<file path="config.mk">
export PLATFORM = sky130hd
export DESIGN_NAME = wb_arbiter
export DESIGN_NICKNAME = d
export VERILOG_FILES = /design/src/rtl/wb_arbiter_pkg.sv /design/src/rtl/sync_fifo.sv /design/src/rtl/wb_arbiter.sv
export SDC_FILE = /design/constraint.sdc
export NUM_CORES = 1
export LEC_CHECK = 0
export ABC_AREA = 1
export BUFFER_PORTS_ARGS = -buffer_cell sky130_fd_sc_hd__buf_4
export CAP_MARGIN = 20
export CORE_ASPECT_RATIO = 2
export CORE_MARGIN = 3
export CORE_UTILIZATION = 25
export DETAILED_ROUTE_END_ITERATION = 8
export PLACE_DENSITY = 0.55
export SLEW_MARGIN = 20
export SYNTH_ARGS = -nofsm -noshare
export SYNTH_HDL_FRONTEND = slang
export SYNTH_SLANG_ARGS = --single-unit
</file>
<file path="constraint.sdc">
create_clock -name clk -period 3.8 [get_ports clk]
set_input_delay 0.57 -clock clk [delete_from_list [all_inputs] [get_ports clk]]
set_output_delay 0.57 -clock clk [all_outputs]
set_load 0.05 [all_outputs]
</file>
<file path="src/rtl/wb_arbiter_pkg.sv">
// wb_arbiter_pkg: shared sizes and writeback-source encoding for the regfile write arbiter.
package wb_arbiter_pkg;
    localparam int AddrW = 5;
    localparam int DataW = 32;
    localparam int LongFifoDepth = 2;
    localparam int StarveMax = 4;
    typedef enum logic [1:0] {SrcNone, SrcPipe, SrcFifo, SrcBypass} wb_src_e;
endpackage

</file>
<file path="src/rtl/sync_fifo.sv">
// sync_fifo: single-clock FIFO with wrap-bit pointers; push while full is accepted only alongside a pop.
module sync_fifo #(
    parameter int W = 8,
    parameter int DEPTH = 2
) (
    input  logic         clk,
    input  logic         rst,
    input  logic         push_i,
    input  logic [W-1:0] din_i,
    input  logic         pop_i,
    output logic [W-1:0] dout_o,
    output logic         full_o,
    output logic         empty_o
);
    localparam int AW = $clog2(DEPTH);
    logic [W-1:0] mem_q [DEPTH];
    logic [AW:0] wp_q, rp_q;
    logic do_push, do_pop;
    assign empty_o = wp_q == rp_q;
    assign full_o = (wp_q[AW] != rp_q[AW]) && (wp_q[AW-1:0] == rp_q[AW-1:0]);
    assign do_pop = pop_i && !empty_o;
    assign do_push = push_i && (!full_o || do_pop);
    assign dout_o = mem_q[rp_q[AW-1:0]];
    always_ff @(posedge clk or posedge rst) begin
        if (rst) begin
            wp_q <= '0;
            rp_q <= '0;
        end else begin
            wp_q <= wp_q + (AW+1)'(do_push);
            rp_q <= rp_q + (AW+1)'(do_pop);
        end
    end
    always_ff @(posedge clk) begin
        if (do_push) mem_q[wp_q[AW-1:0]] <= din_i;
    end
endmodule

</file>
<file path="src/rtl/wb_arbiter.sv">
// wb_arbiter: owns the regfile write port, merging MEM/WB writes with buffered long-op results and tracking pending destinations.
module wb_arbiter
    import wb_arbiter_pkg::*;
#(
    parameter int DEPTH = LongFifoDepth,
    parameter int STARVE_MAX = StarveMax
) (
    input  logic             clk,
    input  logic             rst,
    input  logic             pipe_we,
    input  logic [AddrW-1:0] pipe_waddr,
    input  logic [DataW-1:0] pipe_wdata,
    input  logic             lu_valid,
    output logic             lu_ready,
    input  logic [AddrW-1:0] lu_waddr,
    input  logic [DataW-1:0] lu_wdata,
    input  logic             issue_valid,
    input  logic [AddrW-1:0] issue_addr,
    input  logic [AddrW-1:0] chk_addr1,
    input  logic [AddrW-1:0] chk_addr2,
    output logic             busy1,
    output logic             busy2,
    output logic             rf_we,
    output logic [AddrW-1:0] rf_waddr,
    output logic [DataW-1:0] rf_wdata,
    output logic             stall_req
);
    localparam int CW = $clog2(STARVE_MAX + 1);
    logic [31:0] pending_q, pending_d;
    logic [CW-1:0] count_q, count_d;
    logic [AddrW+DataW-1:0] head;
    logic [AddrW-1:0] lc_addr;
    logic [DataW-1:0] lc_data;
    logic pipe_act, lu_hs, drain, bypass, push, full, empty;
    wb_src_e src;
    assign pipe_act = pipe_we && pipe_waddr != '0;
    assign lu_hs = !rst && lu_valid && !full;
    assign drain = !pipe_act && !empty;
    assign bypass = !pipe_act && empty && lu_hs && lu_waddr != '0;
    // r0 results complete the handshake but are dropped here
    assign push = lu_hs && lu_waddr != '0 && !bypass;
    assign src = pipe_act ? SrcPipe : drain ? SrcFifo : bypass ? SrcBypass : SrcNone;
    assign lc_addr = drain ? head[AddrW+DataW-1:DataW] : lu_waddr;
    assign lc_data = drain ? head[DataW-1:0] : lu_wdata;
    sync_fifo #(.W(AddrW + DataW), .DEPTH(DEPTH)) u_fifo (
        .clk    (clk),
        .rst    (rst),
        .push_i (push),
        .din_i  ({lu_waddr, lu_wdata}),
        .pop_i  (drain),
        .dout_o (head),
        .full_o (full),
        .empty_o(empty)
    );
    assign lu_ready = !rst && !full;
    assign rf_we = !rst && src != SrcNone;
    assign rf_waddr = (rst || src == SrcNone) ? '0 : src == SrcPipe ? pipe_waddr : lc_addr;
    assign rf_wdata = (rst || src == SrcNone) ? '0 : src == SrcPipe ? pipe_wdata : lc_data;
    assign busy1 = !rst && chk_addr1 != '0 && pending_q[chk_addr1];
    assign busy2 = !rst && chk_addr2 != '0 && pending_q[chk_addr2];
    assign stall_req = !rst && count_q == CW'(STARVE_MAX);
    always_comb begin
        pending_d = pending_q;
        if (drain || bypass) pending_d[lc_addr] = 1'b0;
        // a fresh issue outranks the commit of an older result to the same register
        if (issue_valid && issue_addr != '0) pending_d[issue_addr] = 1'b1;
        count_d = (empty || drain) ? '0 : (count_q == CW'(STARVE_MAX)) ? count_q : count_q + 1'b1;
    end
    always_ff @(posedge clk or posedge rst) begin
        if (rst) begin
            pending_q <= '0;
            count_q <= '0;
        end else begin
            pending_q <= pending_d;
            count_q <= count_d;
        end
    end
endmodule
</file>
==> run summary, run 1 <==
Status: complete, no violations
Final period utilization: 86.6%
Final Non-Filler Cells: 1261
Initial Utilization: 25.5%
Ys Warns: 0
Hold Path Sink: u_fifo.mem_q[0][21]
Min-Delay Path Depth: 1
Delay-heaviest family, CP: buffers and inverters
Synth area leader: edfxtp_1
Worst min-delay path startpoint: lu_wdata[21]
Mapped Area: 0.00643 sq mm
Overflow after GRT: 0
Met3 WL: 756 microns
H-Tree Depth: 4
Worst r2r dst: u_fifo.mem_q[0][8]
CP Capture Type: output pin
Mux cell area share after synthesis: 1.71%
GRT Total Usage: 14.1%
DIE HEIGHT: 233 microns
Die area: 0.0278 sq mm
Worst Skew: 0.00739 ns
Largest net degree at the start of global routing: 42
Cts repair resizes: 0
Worst Hold Class: in -> reg
Max-Cap Viols: 0
Final setup fails: 0
Post-Synth Simple-Gate Area: 27.6%
Num rows: 82
Design Power: 5.82 mW
Clock transition at the registers of the reported paths: 0.06 ns
Worst r2r src: u_fifo.rp_q[0]
DRT Pass-1 Iters: 5
Crit start category: flop
Share of the synthesized area in the top cell type: 34.6%
Hold_ws: 0.347 ns
Slew Limit Fails: 0
Routed length per instance: 15.4 microns
Compound-gate portion of the synthesized area: 12.5%
Fmax: 0.304 GHz
Synth Area in XOR/XNOR: 0.545%
Most frequent cells in the layout: nand2_1 (305), buf_4 (144), edfxtp_1 (74), inv_1 (51), dfrtp_1 (38)
Mean Syn Cell Area: 8.29 sq um
Total wire length: 19400 microns
Synth Area in Adders: 0.973%
Leak pwr: 3.80 nW
Uppermost layer routed: met4
Critical Path, Cell by Cell: nand2_1 -> nand2_2 -> nand2_4 -> nor2_4 -> nand2_1 -> nand2_2 -> inv_2 -> o21ai_1 -> a21oi_1 -> buf_4
Boundary Pins: 136
Netlist cell types: 35
Initial antenna violation count: 0
Worst-path fanout max: 27
Largest cells by area after synthesis: edfxtp_1 (35%), nand2_1 (18%), dfrtp_1 (15%), inv_1 (3.0%), a21oi_1 (2.8%)
Worst-Skew Late Latency: 0.41 ns
Setup_tns: 0 ns
Root buffer cell: clkbuf_16
Slowest stage cell, crit path: inv_2
CP Depth: 10
Final core utilization: 33.1%
Final #Nets: 1011
Syn Inst Count: 776
Die X: 119 microns
Most common cell after layout, fill and taps aside: nand2_1
Setup crit start: u_fifo.rp_q[0]
Max_slew headroom: 32.8%
Number of global-route vias before repair: 5644
Sequential area share after synthesis: 49.7%
R2R depth: 8
Via/cell ratio: 4.45
DRC: 0
Setup WS post-layout: 0.507 ns
GP Congestion: 0.897
Detailed placement HPWL: 14600 microns
Via Count: 5617
Setup slack at placement: 0.739 ns
CP Buf/Inv Count: 2
VDD IR max: 0.263 mV
IO Port Bufs: 135
Post-CTS Hold Buffers: 0
Longest Clk Path Bufs: 2
First-pass GRT wire length: 29800 microns
Syn Nets: 875
Met2 wire len: 11000 microns
Crit path required time: 3.23 ns
Cells after DPL: 1228
#FFs+latches synth: 113
Largest family of logic cells by synthesized area: simple AND/OR/NAND/NOR gates
Arr. time, crit path: 2.72 ns
CTS Sinks: 113
P&R area growth vs syn: 29.9%
Core area: 0.0252 sq mm
Total CTS buffers: 17
Share of layout cells above drive strength 1: 28.1%
Antenna-violating nets left: 0
Pwr dens: 697 mW/mm^2
Worst Tran Pin Value: 1.00 ns
RSZ-0062 raised after global routing: no
Post-CTS Setup Bufs: 0
Non-Filler Cell Area, Final: 0.00835 sq mm
Max stage delay on crit path: 0.57 ns
Hold Fails Final Rpt: 0
Antenna cells: 0
Crit path time final: 3.29 ns
Drt first-iter violations: 227
Placed cell areas: 0.00777 sq mm
CTS tree: yes
Worst reg-to-reg setup slack: 1.40 ns
Setup Crit Path Kind: reg -> out
WL met1: 6800 microns
[registers in the layout, indices dropped and copies added, names as in the netlist]
signal,cells
u_fifo.mem_q,74
pending_q,32
count_q,3
u_fifo.rp_q,2
u_fifo.wp_q,2
[synth_stat cells]
| master | n |
|---|---|
| a211oi_1 | 1 |
| a211oi_2 | 10 |
| a21boi_0 | 4 |
| a21boi_1 | 1 |
| a21oi_1 | 36 |
| buf_1 | 3 |
| buf_2 | 10 |
| buf_4 | 3 |
| buf_6 | 5 |
| clkbuf_1 | 7 |
| dfrtp_1 | 39 |
| edfxtp_1 | 74 |
| ha_1 | 5 |
| inv_1 | 51 |
| inv_2 | 25 |
| mux2i_1 | 11 |
| nand2_1 | 305 |
| nand2_2 | 16 |
| nand2_4 | 2 |
| nand2_8 | 1 |
| nand3_1 | 29 |
| nand3b_1 | 2 |
| nor2_1 | 34 |
| nor2_2 | 4 |
| nor2_4 | 10 |
| nor3_1 | 8 |
| o211ai_1 | 3 |
| o21ai_0 | 33 |
| o21ai_1 | 5 |
| o21ai_2 | 13 |
| o22ai_1 | 17 |
| o41ai_1 | 2 |
| or2_2 | 3 |
| xnor2_1 | 1 |
| xor2_1 | 3 |
[routing by layer]
layer | vias to the layer above | GRT usage [%]
li1 | 2811 | -
met1 | 2592 | 13.4
met2 | 166 | 27.3
met3 | 48 | 2.48
met4 | 0 | 8.89
met5 | - | 0
[worst max path at each step]
stage	end	slack, ns
finish	rf_waddr[4]	0.51
global route	rf_waddr[1]	0.22
CTS	rf_wdata[6]	0.44
detailed placement	rf_waddr[3]	0.74
global placement	rf_waddr[4]	0.75
floorplan	rf_wdata[0]	0.40
[area by class of cell]
| type | count | area, sq um |
|---|---|---|
| fillers | 2688 | 16900 |
| flip-flops and latches | 113 | 3200 |
| multi-input cells | 559 | 2800 |
| repair buffers | 145 | 1100 |
| clock buffers | 19 | 433 |
| well taps | 336 | 420 |
| inverters | 76 | 285 |
| clock inverters | 13 | 120 |
[cells by family (layout without fill, tap and decap cells)]
kind of cell / after synthesis / after routing
AND/OR/NAND/NOR: 414 / 414
buffers and inverters: 104 / 253
adder cells (fa/ha/maj): 5 / 5
AO/OA/AOI/OAI: 125 / 125
flip-flops: 113 / 113
multiplexers: 11 / 11
XOR/XNOR: 4 / 4
[power breakdown]
group / switching [mW] / internal, mW
clock network: 0.557 / 0.950
logic: 1.68 / 0.767
registers: 0.218 / 1.65
Power figures use the tool's default switching activity.
==> run 2: changes to the inputs <==
- ABC_AREA: 1 -> unset
==> run summary, run 2 <==
Area of the multi-input gates: 0.00292 sq mm (was 0.00280 sq mm)
Most common cell after layout, fill and taps aside: buf_4 (was nand2_1)
Worst min-delay path startpoint: lu_wdata[14] (was lu_wdata[21])
Post-CTS Setup Bufs: 0 (unchanged)
Mapped Area: 0.00642 sq mm (was 0.00643 sq mm)
Ys async rst share: 34.5% (unchanged)
Via Count: 5180 (was 5617)
Drt first-iter violations: 317 (was 227)
Largest register FFs: 74 (unchanged)
R2R depth: 5 (was 8)
Pwr dens: 788 mW/mm^2 (was 697 mW/mm^2)
DRC: 0 (unchanged)
Crit path time final: 3.30 ns (was 3.29 ns)
Root buffer cell: clkbuf_16 (unchanged)
Sequential area share after synthesis: 49.8% (was 49.7%)
Antenna-violating nets left: 0 (unchanged)
Most frequent cells in the layout: buf_4 (146), nand2_1 (89), edfxtp_1 (74), o211ai_1 (45), a21oi_1 (44) (was nand2_1 (305), buf_4 (144), edfxtp_1 (74), inv_1 (51), dfrtp_1 (38))
First-pass GRT wire length: 30000 microns (was 29800 microns)
Cells after DPL: 1040 (was 1228)
Slew Limit Fails: 0 (unchanged)
Worst-path fanout max: 56 (was 27)
Fmax: 0.303 GHz (was 0.304 GHz)
Cts repair resizes: 0 (unchanged)
Total wire length: 19000 microns (was 19400 microns)
DRT Pass-1 Iters: 4 (was 5)
Via/cell ratio: 4.83 (was 4.45)
Share of the synthesized area in the top cell type: 34.6% (about the same)
Max-Cap Viols: 0 (unchanged)
Share of layout cells above drive strength 1: 28.0% (was 28.1%)
Largest cells by area after synthesis: edfxtp_1 (35%), dfrtp_1 (15%), mux2i_1 (6.4%), mux4_2 (5.6%), o211ai_1 (5.3%) (was edfxtp_1 (35%), nand2_1 (18%), dfrtp_1 (15%), inv_1 (3.0%), a21oi_1 (2.8%))
CTS tree: yes (unchanged)
Hold Path Sink: u_fifo.mem_q[1][14] (was u_fifo.mem_q[0][21])
Final period utilization: 87.0% (was 86.6%)
Crit path required time: 3.23 ns (about the same)
Overflow after GRT: 0 (unchanged)
DIE HEIGHT: 233 microns (about the same)
CTS Sinks: 113 (unchanged)
Worst Skew: 0.00804 ns (was 0.00739 ns)
Syn Inst Count: 593 (was 776)
Largest net degree at the start of global routing: 57 (was 42)
Worst-Skew Late Latency: 0.41 ns (about the same)
Leak pwr: 3.41 nW (was 3.80 nW)
H-Tree Depth: 4 (unchanged)
Longest Clk Path Bufs: 2 (unchanged)
Die X: 119 microns (about the same)
Max_slew headroom: 47.0% (was 32.8%)
Post-CTS Hold Buffers: 0 (unchanged)
Worst r2r src: u_fifo.rp_q[1] (was u_fifo.rp_q[0])
Number of global-route vias before repair: 5309 (was 5644)
Layout fillers: 2570 (was 2688)
Core area: 0.0251 sq mm (was 0.0252 sq mm)
Antenna cells: 0 (unchanged)
Worst reg-to-reg setup slack: 0.96 ns (was 1.40 ns)
Min-Delay Path Depth: 1 (unchanged)
Arr. time, crit path: 2.73 ns (was 2.72 ns)
Synth Flop Type: edfxtp_1 (unchanged)
Hold Fails Final Rpt: 0 (unchanged)
GRT Total Usage: 13.9% (was 14.1%)
IO Port Bufs: 135 (unchanged)
Number of flops mapped to enable cells by yosys: 74 (unchanged)
GP Congestion: 0.845 (was 0.897)
Mean Syn Cell Area: 10.8 sq um (was 8.29 sq um)
Setup Crit Path Kind: reg -> out (unchanged)
VDD IR max: 0.456 mV (was 0.263 mV)
Sequential Area: 0.00320 sq mm (unchanged)
Num rows: 82 (unchanged)
Netlist cell types: 56 (was 35)
Clock transition at the registers of the reported paths: 0.05 ns (was 0.06 ns)
Initial antenna violation count: 0 (unchanged)
Detailed placement HPWL: 13900 microns (was 14600 microns)
Final setup fails: 0 (unchanged)
Boundary Pins: 136 (unchanged)
Syn Nets: 692 (was 875)
Worst Hold Class: in -> reg (unchanged)
Crit start category: flop (unchanged)
CP Capture Type: output pin (unchanged)
Post-synth top cells: nand2_1 (89), edfxtp_1 (74), o211ai_1 (45), a21oi_1 (44), mux2i_1 (41) (was nand2_1 (305), edfxtp_1 (74), inv_1 (51), dfrtp_1 (39), a21oi_1 (36))
Final Non-Filler Cells: 1072 (was 1261)
Cell with the most instances after synthesis: nand2_1 (unchanged)
RSZ-0062 raised after global routing: no (unchanged)
Final #Nets: 822 (was 1011)
P&R area growth vs syn: 31.2% (was 29.9%)
Total CTS buffers: 17 (unchanged)
Worst r2r dst: u_fifo.mem_q[1][8] (was u_fifo.mem_q[0][8])
Setup_tns: 0 ns (unchanged)
Status: complete, no violations (unchanged)
Ys Warns: 0 (unchanged)
Die area: 0.0277 sq mm (was 0.0278 sq mm)
Synth area leader: edfxtp_1 (unchanged)
#FFs+latches synth: 113 (unchanged)
Routed length per instance: 17.8 microns (was 15.4 microns)
Worst Tran Pin Value: 0.795 ns (was 1.00 ns)
Initial Utilization: 25.5% (about the same)
run 2: critical path, stage by stage, from the launching register on:
cell,delay (ns)
dfrtp_1,0.46
xnor2_4,0.42
nand2_4,0.43
buf_4,0.38
o211ai_1,0.29
a21oi_1,0.12
buf_4,0.21
run 2: kinds of logic after synthesis:
family / count (synthesis) / share of synthesized area (%)
buffers and inverters: 68 / 4.89
adder cells (fa/ha/maj): 5 / 0.975
AND/OR/NAND/NOR: 159 / 11.5
flip-flops: 113 / 49.8
XOR/XNOR: 7 / 1.54
AO/OA/AOI/OAI: 182 / 18.9
multiplexers: 59 / 12.4
run 2: worst max path at each step:
stage | to | slack [ns] | start | cells after the start
after global placement | rf_wdata[30] | 0.78 | pipe_waddr[4] | 7
after global routing | rf_waddr[4] | 0.27 | u_fifo.wp_q[1] | 6
after CTS | rf_waddr[4] | 0.44 | u_fifo.wp_q[1] | 6
final | rf_waddr[4] | 0.50 | u_fifo.wp_q[1] | 6
after detailed placement | rf_wdata[30] | 0.81 | pipe_waddr[4] | 7
after floorplan | u_fifo.mem_q[1][0] | 0.23 | rst | 4
run 2: final cells by class:
cell class	instances	share of cell area [%]
inverter	31	1.38
multi-input combinational	412	34.7
clock buffer	19	5.14
tap	336	4.99
sequential	113	38.0
clock inverter	13	2.27
timing repair buffer	148	13.5
run 2: report_power, final:
group	switching, mW	internal (mW)
combinational	2.05	1.11
clock	0.547	1.15
sequential	0.187	1.59
run 2: metal layers:
metal / share of wire, % / track usage (%) / wire length (microns) / vias to the layer above
met3: 4.1 / 2.72 / 773 / 20
met4: 2.7 / 6.64 / 522 / 0
met1: 39 / 15.5 / 7390 / 2511
li1: - / - / - / 2514
met5: 0 / 0 / 0 / -
met2: 54 / 25.2 / 10300 / 135
run 2: per-stage QoR:
stage | hold slack, ns | utilization [%] | setup WS, ns | area (sq um) | total power, mW
floorplan | 0.482 | - | 0.229 | 6420 | 4.10
global placement | 0.510 | 31.0 | 0.778 | 7790 | 4.98
detailed placement | 0.518 | 31.0 | 0.808 | 7790 | 5.00
CTS | 0.327 | 33.5 | 0.440 | 8420 | 6.73
global route | 0.327 | 33.5 | 0.267 | 8420 | 7.08
finish | 0.352 | 33.5 | 0.495 | 8420 | 6.63
